`src/rtl/sdram_pkg.sv`:
```
// ---------------------------------------------------------------------------
// sdram_pkg
// Shared types and constants for the SDRAM controller slice.
//   sdram_bus_t  : packed SDRAM command bus {cmd[3:0], ba[1:0], addr[12:0]}
//   arb_state_t  : arbiter FSM state encoding
//   CMD_NOP      : {cs_n,ras_n,cas_n,we_n} no-operation command
//   BUS_NOP      : full bus value driven while nobody owns the SDRAM
// ---------------------------------------------------------------------------
package sdram_pkg;

  typedef struct packed {
    logic [3:0]  cmd;
    logic [1:0]  ba;
    logic [12:0] addr;
  } sdram_bus_t;

  typedef enum logic [2:0] {
    ST_INIT  = 3'd0,
    ST_ARBIT = 3'd1,
    ST_AREF  = 3'd2,
    ST_WRITE = 3'd3,
    ST_READ  = 3'd4
  } arb_state_t;

  localparam logic [3:0] CMD_NOP = 4'b0111;

  localparam sdram_bus_t BUS_NOP = '{cmd: CMD_NOP, ba: 2'b00, addr: 13'd0};

endpackage

```
`src/rtl/sdram_arbit.sv`:
```
// ---------------------------------------------------------------------------
// sdram_arbit
// Arbitrates SDRAM ownership between the power-up init sequencer, the
// auto-refresh engine, the write engine and the read engine, and muxes the
// owner's command bus onto the SDRAM pins with no added latency.
//
// Ports
//   sys_clk, sys_rst           : clock (rising edge), async active-high reset
//   init_end, init_bus         : init sequencer done level / its command bus
//   aref_req/end/bus, aref_en  : refresh request, done pulse, bus, grant
//   wr_req/end/bus, wr_en      : write request, done pulse, bus, grant
//   wr_sdram_en, wr_sdram_data : write data drive enable / write data
//   rd_req/end/bus, rd_en      : read request, done pulse, bus, grant
//   sdram_cke/cmd/ba/addr      : SDRAM control pins
//   sdram_dq_o, sdram_dq_oe    : data pad output value and output enable
//
// Configuration
//   SDRAM_ARBIT_RR_EN : when defined, write and read alternate whenever both
//                       are pending (write goes first after reset). When
//                       undefined, write always beats read and no flag
//                       register exists. Refresh always has top priority.
// ---------------------------------------------------------------------------
module sdram_arbit
  import sdram_pkg::*;
(
  input  logic        sys_clk,
  input  logic        sys_rst,

  input  logic        init_end,
  input  sdram_bus_t  init_bus,

  input  logic        aref_req,
  input  logic        aref_end,
  input  sdram_bus_t  aref_bus,
  output logic        aref_en,

  input  logic        wr_req,
  input  logic        wr_end,
  input  sdram_bus_t  wr_bus,
  input  logic        wr_sdram_en,
  input  logic [15:0] wr_sdram_data,
  output logic        wr_en,

  input  logic        rd_req,
  input  logic        rd_end,
  input  sdram_bus_t  rd_bus,
  output logic        rd_en,

  output logic        sdram_cke,
  output logic [3:0]  sdram_cmd,
  output logic [1:0]  sdram_ba,
  output logic [12:0] sdram_addr,
  output logic [15:0] sdram_dq_o,
  output logic        sdram_dq_oe
);

  arb_state_t r_state;
  sdram_bus_t w_bus;
  logic       w_pickRead;
  logic       w_pickWrite;

`ifdef SDRAM_ARBIT_RR_EN
  // High when the most recent wr/rd grant went to the write engine.
  logic       r_lastWr;

  // Read wins a wr/rd tie only if write was served last.
  assign w_pickRead  = rd_req && (!wr_req || r_lastWr);
`else
  // Fixed priority: read is only chosen when no write is waiting.
  assign w_pickRead  = rd_req && !wr_req;
`endif

  assign w_pickWrite = wr_req && !w_pickRead;

  // Ownership FSM. Requests are only looked at in ARBIT, and each busy
  // state only listens to its own client's end pulse, so a stray end from
  // another client can never cut a burst short. Every grant returns through
  // ARBIT, which guarantees at least one NOP cycle between owners.
  always_ff @(posedge sys_clk or posedge sys_rst) begin
    if (sys_rst) begin
      r_state <= ST_INIT;
`ifdef SDRAM_ARBIT_RR_EN
      r_lastWr <= 1'b0;
`endif
    end else begin
      case (r_state)
        ST_INIT: begin
          if (init_end) r_state <= ST_ARBIT;
        end
        ST_ARBIT: begin
          if (aref_req) begin
            r_state <= ST_AREF;
          end else if (w_pickWrite) begin
            r_state <= ST_WRITE;
`ifdef SDRAM_ARBIT_RR_EN
            r_lastWr <= 1'b1;
`endif
          end else if (w_pickRead) begin
            r_state <= ST_READ;
`ifdef SDRAM_ARBIT_RR_EN
            r_lastWr <= 1'b0;
`endif
          end
        end
        ST_AREF: begin
          if (aref_end) r_state <= ST_ARBIT;
        end
        ST_WRITE: begin
          if (wr_end) r_state <= ST_ARBIT;
        end
        ST_READ: begin
          if (rd_end) r_state <= ST_ARBIT;
        end
        default: r_state <= ST_INIT;
      endcase
    end
  end

  // Grants are decoded straight from the state so a client sees its grant
  // in the same cycle the arbiter enters its state, and loses it as soon
  // as reset forces INIT.
  assign aref_en = (r_state == ST_AREF);
  assign wr_en   = (r_state == ST_WRITE);
  assign rd_en   = (r_state == ST_READ);

  // Command bus mux: the owner's bus passes through combinationally so the
  // client engines keep full control of SDRAM command timing.
  always_comb begin
    w_bus = BUS_NOP;
    case (r_state)
      ST_INIT:  w_bus = init_bus;
      ST_ARBIT: w_bus = BUS_NOP;
      ST_AREF:  w_bus = aref_bus;
      ST_WRITE: w_bus = wr_bus;
      ST_READ:  w_bus = rd_bus;
      default:  w_bus = BUS_NOP;
    endcase
  end

  assign sdram_cmd  = w_bus.cmd;
  assign sdram_ba   = w_bus.ba;
  assign sdram_addr = w_bus.addr;
  assign sdram_cke  = 1'b1;

  // Data is always presented; only the write owner may turn the pad on.
  assign sdram_dq_o  = wr_sdram_data;
  assign sdram_dq_oe = (r_state == ST_WRITE) && wr_sdram_en;

endmodule

```
`config.mk`:
```
export PLATFORM = sky130hd
export DESIGN_NAME = sdram_arbit
export DESIGN_NICKNAME = d
export VERILOG_FILES = /design/src/rtl/sdram_pkg.sv /design/src/rtl/sdram_arbit.sv
export SDC_FILE = /design/constraint.sdc
export NUM_CORES = 1
export LEC_CHECK = 0
export ABC_CLOCK_PERIOD_IN_PS = 1800
export CAP_MARGIN = 5
export CORE_UTILIZATION = 25
export CTS_CLUSTER_DIAMETER = 200
export DETAILED_ROUTE_END_ITERATION = 8
export PLACE_DENSITY = 0.92
export SLEW_MARGIN = 20
export SYNTH_ARGS = -nofsm -noshare
export SYNTH_HDL_FRONTEND = slang
export SYNTH_SLANG_ARGS = --single-unit
```
`constraint.sdc`:
```
create_clock -name sys_clk -period 1.8 [get_ports sys_clk]
set_input_delay 0.36 -clock sys_clk [delete_from_list [all_inputs] [get_ports sys_clk]]
set_output_delay 0.36 -clock sys_clk [all_outputs]
set_load 0.1 [all_outputs]
```
Word level (Yosys, flattened, before mapping)
Cells that the tools add are included.
{"block": "totals", "in_bits": 102, "output_inout_bits": 40, "register_bits": 3, "elab_cells": 26}
{"block": "classes", "eq_ne": 9, "n_reduce_logical": 7, "muxes": 9}
{"op": "19-bit case mux with 4 select lines", "n": 1}
{"op": "3-bit 2-to-1 mux", "n": 7}
{"op": "3-bit case mux with 5 select lines", "n": 1}
{"op": "2-bit != test (second input constant)", "n": 4}
{"op": "3-bit by 2-bit equality test with 1-bit output (second input constant)", "n": 2}
{"op": "5-bit AND reduction", "n": 1}
{"op": "4-bit != test (second input constant)", "n": 1}
{"op": "3-bit by 1-bit equality test with 1-bit output (second input constant)", "n": 1}
{"op": "3-bit equality test (second input constant)", "n": 1}
{"op": "1-bit logical AND", "n": 3}
{"op": "3-bit logical NOT", "n": 1}
{"op": "1-bit logical NOT", "n": 2}

Longest topological paths before layout
Gate-level depths: netlist of run 1.
{"block": "logic_depth", "depth_word": 7, "ltp_mapped": 6, "depth_no_buf": 3}

Worst setup path after synthesis of run 1
OpenSTA, ideal clock, no wires.
{"block": "synth_timing", "path_kind": "reg2out", "startpoint": "register r_state[0]", "endpoint": "output sdram_addr[9]", "required_ns": 1.440, "path_buffers": 2, "slack_ns": -0.967, "arrival_ns": 2.407, "path_stages_with_launch": 5, "cell_sequence": "dfrtp_1 -> or2_1 -> buf_2 -> buf_6 -> o211ai_1"}
{"block": "synth_between", "elab_chain_cells": 2}
{"element": "from (decl)", "line_no": "sdram_arbit.sv:57", "text": "arb_state_t r_state;"}
{"element": "from (signal assigned)", "line_no": "sdram_arbit.sv:81", "text": "r_state <= ST_INIT;"}
{"element": "from (signal assigned)", "line_no": "sdram_arbit.sv:88", "text": "if (init_end) r_state <= ST_ARBIT;"}
{"element": "from (signal assigned)", "line_no": "sdram_arbit.sv:92", "text": "r_state <= ST_AREF;"}
{"element": "3-bit equality test, or another cell as far along", "line_no": "sdram_arbit.sv:130", "text": "case (r_state)"}
{"element": "19-bit case mux with 4 select lines (*)", "line_no": "sdram_arbit.sv:130"}
{"element": "to (decl)", "line_no": "sdram_arbit.sv:52", "text": "output logic [12:0] sdram_addr,"}
Mark *: on every way between the ends. The rest lies on a longest branch, timed or not.

Worst setup path in the final report of run 1
{"block": "layout_timing", "startpoint": "register r_state[0]", "endpoint": "output sdram_cmd[1]"}
{"block": "layout_between", "elab_chain_cells": 2}
{"element": "3-bit equality test, or another cell as far along", "line_no": "sdram_arbit.sv:130"}
{"element": "19-bit case mux with 4 select lines (*)", "line_no": "sdram_arbit.sv:130"}
{"element": "to (decl)", "line_no": "sdram_arbit.sv:50", "text": "output logic [3:0] sdram_cmd,"}
Marked as above.

==> results_dict.tcl, run 1 <==
set metrics [dict create \
    status "complete, but fails checks" \
    failed_checks "setup timing" \
    path_cells "buf_6 > buf_4 > buf_8 > nor2b_4 > a211oi_2 > a22oi_2 > buf_12" \
    setup_viol 20 \
    rsz0062_at_grt "true" \
    placed_cells 270 \
    clkTransAtPathRegs_ns 0.03 \
    cts.path.max_buffers 2 \
    drtIter0Drc 12 \
    finClkSkew_ns 0.00198 \
    required_ns 1.44 \
    powerDensity_nw_per_um2 2150 \
    clk_latency_ns 0.22 \
    num_vias 1387 \
    p_leak_nw 1.02 \
    gp_congestion 0.728 \
    period_share 1.07 \
    worstSetupPathType "reg2out" \
    critPathLaunchType "register" \
    grt_util_met1 0.169 \
    fin_setup_tns_ns -1.46 \
    cp_max_fo 5 \
    syn_inst 132 \
    rows 22 \
    grt_util_met3 0.0534 \
    grt_use_met2 0.351 \
    core_um2 3800 \
    setup.worst_path.end_class "output pin" \
    fin_ws_ns -0.121 \
    drcViolationCount 0 \
    wirelength_um 4100 \
    fp.dieH_um 66.2 \
    cts_tree "done" \
    top_regs "r_state x3" \
    viasPerCell 4.92 \
    hpwl_um 3280 \
    cts-buffers-inserted 3 \
    track_usage 0.177 \
    ir_drop_uv 1760 \
    synth.distinct_cells 27 \
    regArea_um2 76.3 \
    final_core_util 0.663 \
    ant_nets 0 \
    grt_pass1_wl_um 5890 \
    yosysSeqAreaShare 0.0728 \
    die_x_um 66.2 \
    finalMaxSlewViolations 0 \
    drt_first_pass_iters 4 \
    nets 337 \
    ctsHoldBuffers 0 \
    multi_input_area_um2 811 \
    num_io_pins 142 \
    wl_per_cell_um 14.5 \
    grt_pass1_vias 1347 \
    start_util 0.271 \
    h-tree-depth 1 \
    ys_seq_elements 3 \
    io_buffer_count 108 \
    fmax_mhz 521 \
    finalNonFillerCells 282 \
    clock-sinks 3 \
    cts_root_buffer "clkbuf_8" \
    finalCriticalPeriod_ns 1.92 \
    synth_warnings 0 \
    die-area_um2 4390 \
    antenna-diode-count 0 \
    grt_antenna_before_repair 0 \
    cp_data_arrival_time_ns 1.56 \
    syn_nets 234 \
    grt_max_degree 18 \
    synth.cell_area_um2 1030 \
    largest-register "r_state" \
    cpMaxStageDelayCell "dfrtp_1" \
    syn_avg_cell_area_um2 7.81 \
    slowest_delay_ns 0.38 \
    overflow 0 \
    maxCapViolations 0 \
    hold_path.class "in2async" \
    area_growth_pct 144 \
    largest_reg_flops 3 \
    hold_viol_final 0 \
    fillers 308 \
    drive_above_1_share 0.303 \
    busiest_layer "met2" \
]
## cells in the mapped netlist, drive strengths merged
master	count	share of area
a211oi	4	0.029
or2	1	0.0061
o21ai	2	0.0097
conb	1	0.0036
and2b	2	0.015
a221oi	1	0.0085
dfrtp	3	0.073
nor2	4	0.015
nor2b	3	0.018
buf	27	0.20
a22oi	3	0.022
o211ai	16	0.16
nand2	18	0.066
nand3b	16	0.12
clkbuf	2	0.0073
or3b	1	0.0085
and2	2	0.012
mux2i	20	0.19
inv	2	0.0073
o21a	1	0.0073
a21oi	1	0.0048
nor3b	1	0.018
nand2b	1	0.0061
## area by class of cell
type | instances | area share
clock buffer | 4 | 0.0179
multi-input combinational | 98 | 0.322
tap | 48 | 0.0238
inverter | 2 | 0.00298
timing repair buffer | 127 | 0.603
sequential | 3 | 0.0303
## report_power, final
group	switching (mW)	internal (mW)	leakage (nW)
clock network	0.0454	0.151	0.0228
logic	3.11	1.99	0.960
registers	0.0359	0.0963	0.0358
## kinds of logic after synthesis
group | count (synthesis) | synth area share
mux | 20 | 0.194
buf+inv | 31 | 0.212
other cells | 1 | 0.00364
flops | 3 | 0.0728
simple gates | 49 | 0.280
compound gates | 28 | 0.237
## path summary, 6_finish.rpt
path | from | end | slack [ns] | cells after the start
setup reg to reg | r_state[0] | r_state[0] | 0.21 | 7
hold / removal | sys_rst | r_state[1] | 0.31 | 2
min in group sys_clk | rd_end | r_state[0] | 0.72 | 3
setup / recovery | r_state[0] | sdram_cmd[1] | -0.12 | 7
hold reg to reg | r_state[2] | r_state[1] | 0.73 | 3
max in group asynchronous | sys_rst | r_state[1] | 1.35 | 2
## timing repair
item	CTS	global route
endpoints found under the hold margin	0	0
cloned	0	1
setup endpoints to repair	21	21
pin swaps	5	5
gates resized for setup	13	13
setup buffers	4	4
## routing by layer
layer	up-vias	part of all wire
met3	10	0.12
met2	85	0.52
met5	-	0
met1	628	0.35
met4	0	0.018
li1	664	-
## cell usage in the layout, fill, tap and decap left out, drive strengths merged, types with 2 or more instances in the layout
master          n
a211oi          4
a22oi           3
and2            2
and2b           2
buf            41
clkbuf          5
clkdlybuf4s50  84
dfrtp           3
inv             2
mux2i          20
nand2          18
nand3b         16
nor2            4
nor2b           3
o211ai         16
o21ai           2
## critical path: cells and delay by family (launching register included)
family          cells  cell delay [ns]
simple gates        1             0.10
flops               1             0.38
compound gates      2             0.27
buf+inv             4             0.59
## per-stage QoR
stage,setup slack [ns],cell area (um2),power (mW),hold slack [ns]
after floorplan,-0.937,1080,3.48,0.114
after global placement,-0.0431,2310,4.92,0.532
after detailed placement,-0.0758,2310,4.95,0.544
after CTS,-0.109,2420,5.27,0.309
after global routing,-0.186,2520,5.61,0.311
final,-0.121,2520,5.42,0.308
(Power assumes the default switching activity.)
==> inputs of run 2 (changes only) <==
--- a/config.mk
+++ b/config.mk
@@ -5,12 +5,12 @@
 export SDC_FILE = /design/constraint.sdc
 export NUM_CORES = 1
 export LEC_CHECK = 0
-export ABC_CLOCK_PERIOD_IN_PS = 1800
+export ABC_CLOCK_PERIOD_IN_PS = 2410
 export CAP_MARGIN = 5
-export CORE_UTILIZATION = 25
+export CORE_UTILIZATION = 27
 export CTS_CLUSTER_DIAMETER = 200
 export DETAILED_ROUTE_END_ITERATION = 8
-export PLACE_DENSITY = 0.92
+export PLACE_DENSITY = 0.95
 export SLEW_MARGIN = 20
 export SYNTH_ARGS = -nofsm -noshare
 export SYNTH_HDL_FRONTEND = slang
==> constraint.sdc (replaced) <==
create_clock -name sys_clk -period 2.41 [get_ports sys_clk]
set_input_delay 0.482 -clock sys_clk [delete_from_list [all_inputs] [get_ports sys_clk]]
set_output_delay 0.482 -clock sys_clk [all_outputs]
set_load 0.1 [all_outputs]
==> run 2 against run 1 <==
The flow now finishes without violations. Register-to-register slack better by 0.87 ns. Count of clock-buffer cells in the layout did not move. Via count shrank 3.5%. Clock skew about the same. Utilization fell by 3.0 points. Critical path type unchanged. Largest cell class unchanged.
==> results_dict.tcl, run 2 (same netlist as run 1, synthesis figures left out) <==
set metrics [dict create \
    top_regs "r_state x3" \
    rsz0062_at_grt "false" \
    ant_nets 0 \
    ctsHoldBuffers 0 \
    h-tree-depth 1 \
    slowest_delay_ns 0.52 \
    grt_util_met3 0.0500 \
    start_util 0.282 \
    status "finished, final reports clean" \
    relSlewSlack 0.458 \
    finalMaxSlewViolations 0 \
    overflow 0 \
    clk_latency_ns 0.22 \
    worst_slew_pin_slew_ns 0.814 \
    final_core_util 0.633 \
    period_share 0.951 \
    maxCapViolations 0 \
    drtIter0Drc 22 \
    required_ns 1.93 \
    path_cells "or2_1 > o211ai_1 > buf_12" \
    die_x_um 63.8 \
    hold_path.class "in2async" \
    wl_per_cell_um 14.7 \
    cts-buffers-inserted 3 \
    largest_reg_flops 3 \
    largest-register "r_state" \
    num_vias 1339 \
    cp_max_fo 17 \
    ir_drop_uv 911 \
    finalNonFillerCells 270 \
    num_io_pins 142 \
    grt_use_met2 0.378 \
    final_common_cell "clkdlybuf4s50_1" \
    cts_root_buffer "clkbuf_8" \
    hpwl_um 3220 \
    drt_first_pass_iters 4 \
    powerDensity_nw_per_um2 1630 \
    clock-sinks 3 \
    cts_resized 0 \
    cts_setup_buffers 0 \
    final_cell_mix "clkdlybuf4s50_1, buf_12, mux2i_1, nand2_1, nand3b_1" \
    fp.dieH_um 63.8 \
    die-area_um2 4070 \
    drive_above_1_share 0.212 \
    hold_viol_final 0 \
    finClkSkew_ns 0.00225 \
    cts.path.max_buffers 2 \
    cp_data_arrival_time_ns 1.81 \
    clkTransAtPathRegs_ns 0.03 \
    cp.buffers_inverters 1 \
    grt_pass1_vias 1295 \
    finalCriticalPeriod_ns 2.29 \
    setup.worst_path.end_class "output pin" \
    crit_family "simple AND/OR/NAND/NOR gates" \
    nets 325 \
    gp_congestion 0.741 \
    fillers 308 \
    grt_max_degree 29 \
    rows 22 \
    cts_tree "done" \
    viasPerCell 4.96 \
    io_buffer_count 108 \
    placed_cells 266 \
    critPathLaunchType "register" \
    wirelength_um 3970 \
    fmax_mhz 436 \
    worstSetupPathType "reg2out" \
    antenna-diode-count 0 \
    fin_total_pwr_mw 3.78 \
    grt_antenna_before_repair 0 \
    area_growth_pct 125 \
    setup_viol 0 \
    busiest_layer "met2" \
    grt_util_met1 0.185 \
    p_leak_nw 0.914 \
    drcViolationCount 0 \
    core_um2 3660 \
    cpMaxStageDelayCell "or2_1" \
    grt_pass1_wl_um 5970 \
    track_usage 0.189 \
]
-- run 2: worst paths after layout --
| check | slack, ns | end | start | depth (start not counted) |
|---|---|---|---|---|
| setup reg to reg | 1.08 | r_state[2] | r_state[0] | 4 |
| hold reg to reg | 0.73 | r_state[2] | r_state[1] | 2 |
| setup / recovery | 0.12 | sdram_addr[6] | r_state[0] | 3 |
| max in group asynchronous | 1.85 | r_state[1] | sys_rst | 2 |
| min in group sys_clk | 0.73 | r_state[2] | r_state[1] | 2 |
| hold / removal | 0.44 | r_state[2] | sys_rst | 2 |
-- run 2: layout make-up --
class | count | area, um2 | area share
Sequential cell | 3 | 75.1 | 0.0324
Timing Repair Buffer | 115 | 1380 | 0.594
Clock buffer | 4 | 45.0 | 0.0194
Tap cell | 48 | 60.1 | 0.0259
Multi-Input combinational cell | 98 | 754 | 0.325
Inverter | 2 | 7.51 | 0.00324
-- run 2: worst reg2reg max path: stages, from the launching register on --
cell	delay [ns]
dfrtp_1	0.41
buf_4	0.22
and2b_1	0.15
or3b_1	0.34
a21oi_1	0.14
-- run 2: report_power, final --
part           internal, mW  switching [mW]
registers            0.0701          0.0182
logic                  1.29            2.26
clock network         0.113          0.0351
-- run 2: per-layer routing --
metal	vias to the layer above	share of wire	wire length [um]
met5	-	0	0
met3	4	0.10	410
met2	92	0.54	2160
met1	608	0.35	1380
li1	635	-	-
met4	0	0.0043	17
-- run 2: stage by stage --
stage | TNS [ns] | worst slack, ns | instance area (um2) | hold slack (ns)
floorplan | -2.89 | -0.449 | 1060 | 0.236
global placement | 0 | 0.244 | 2270 | 0.662
detailed placement | 0 | 0.239 | 2270 | 0.667
CTS | 0 | 0.100 | 2320 | 0.434
global route | 0 | 0.0141 | 2320 | 0.453
finish | 0 | 0.118 | 2320 | 0.436
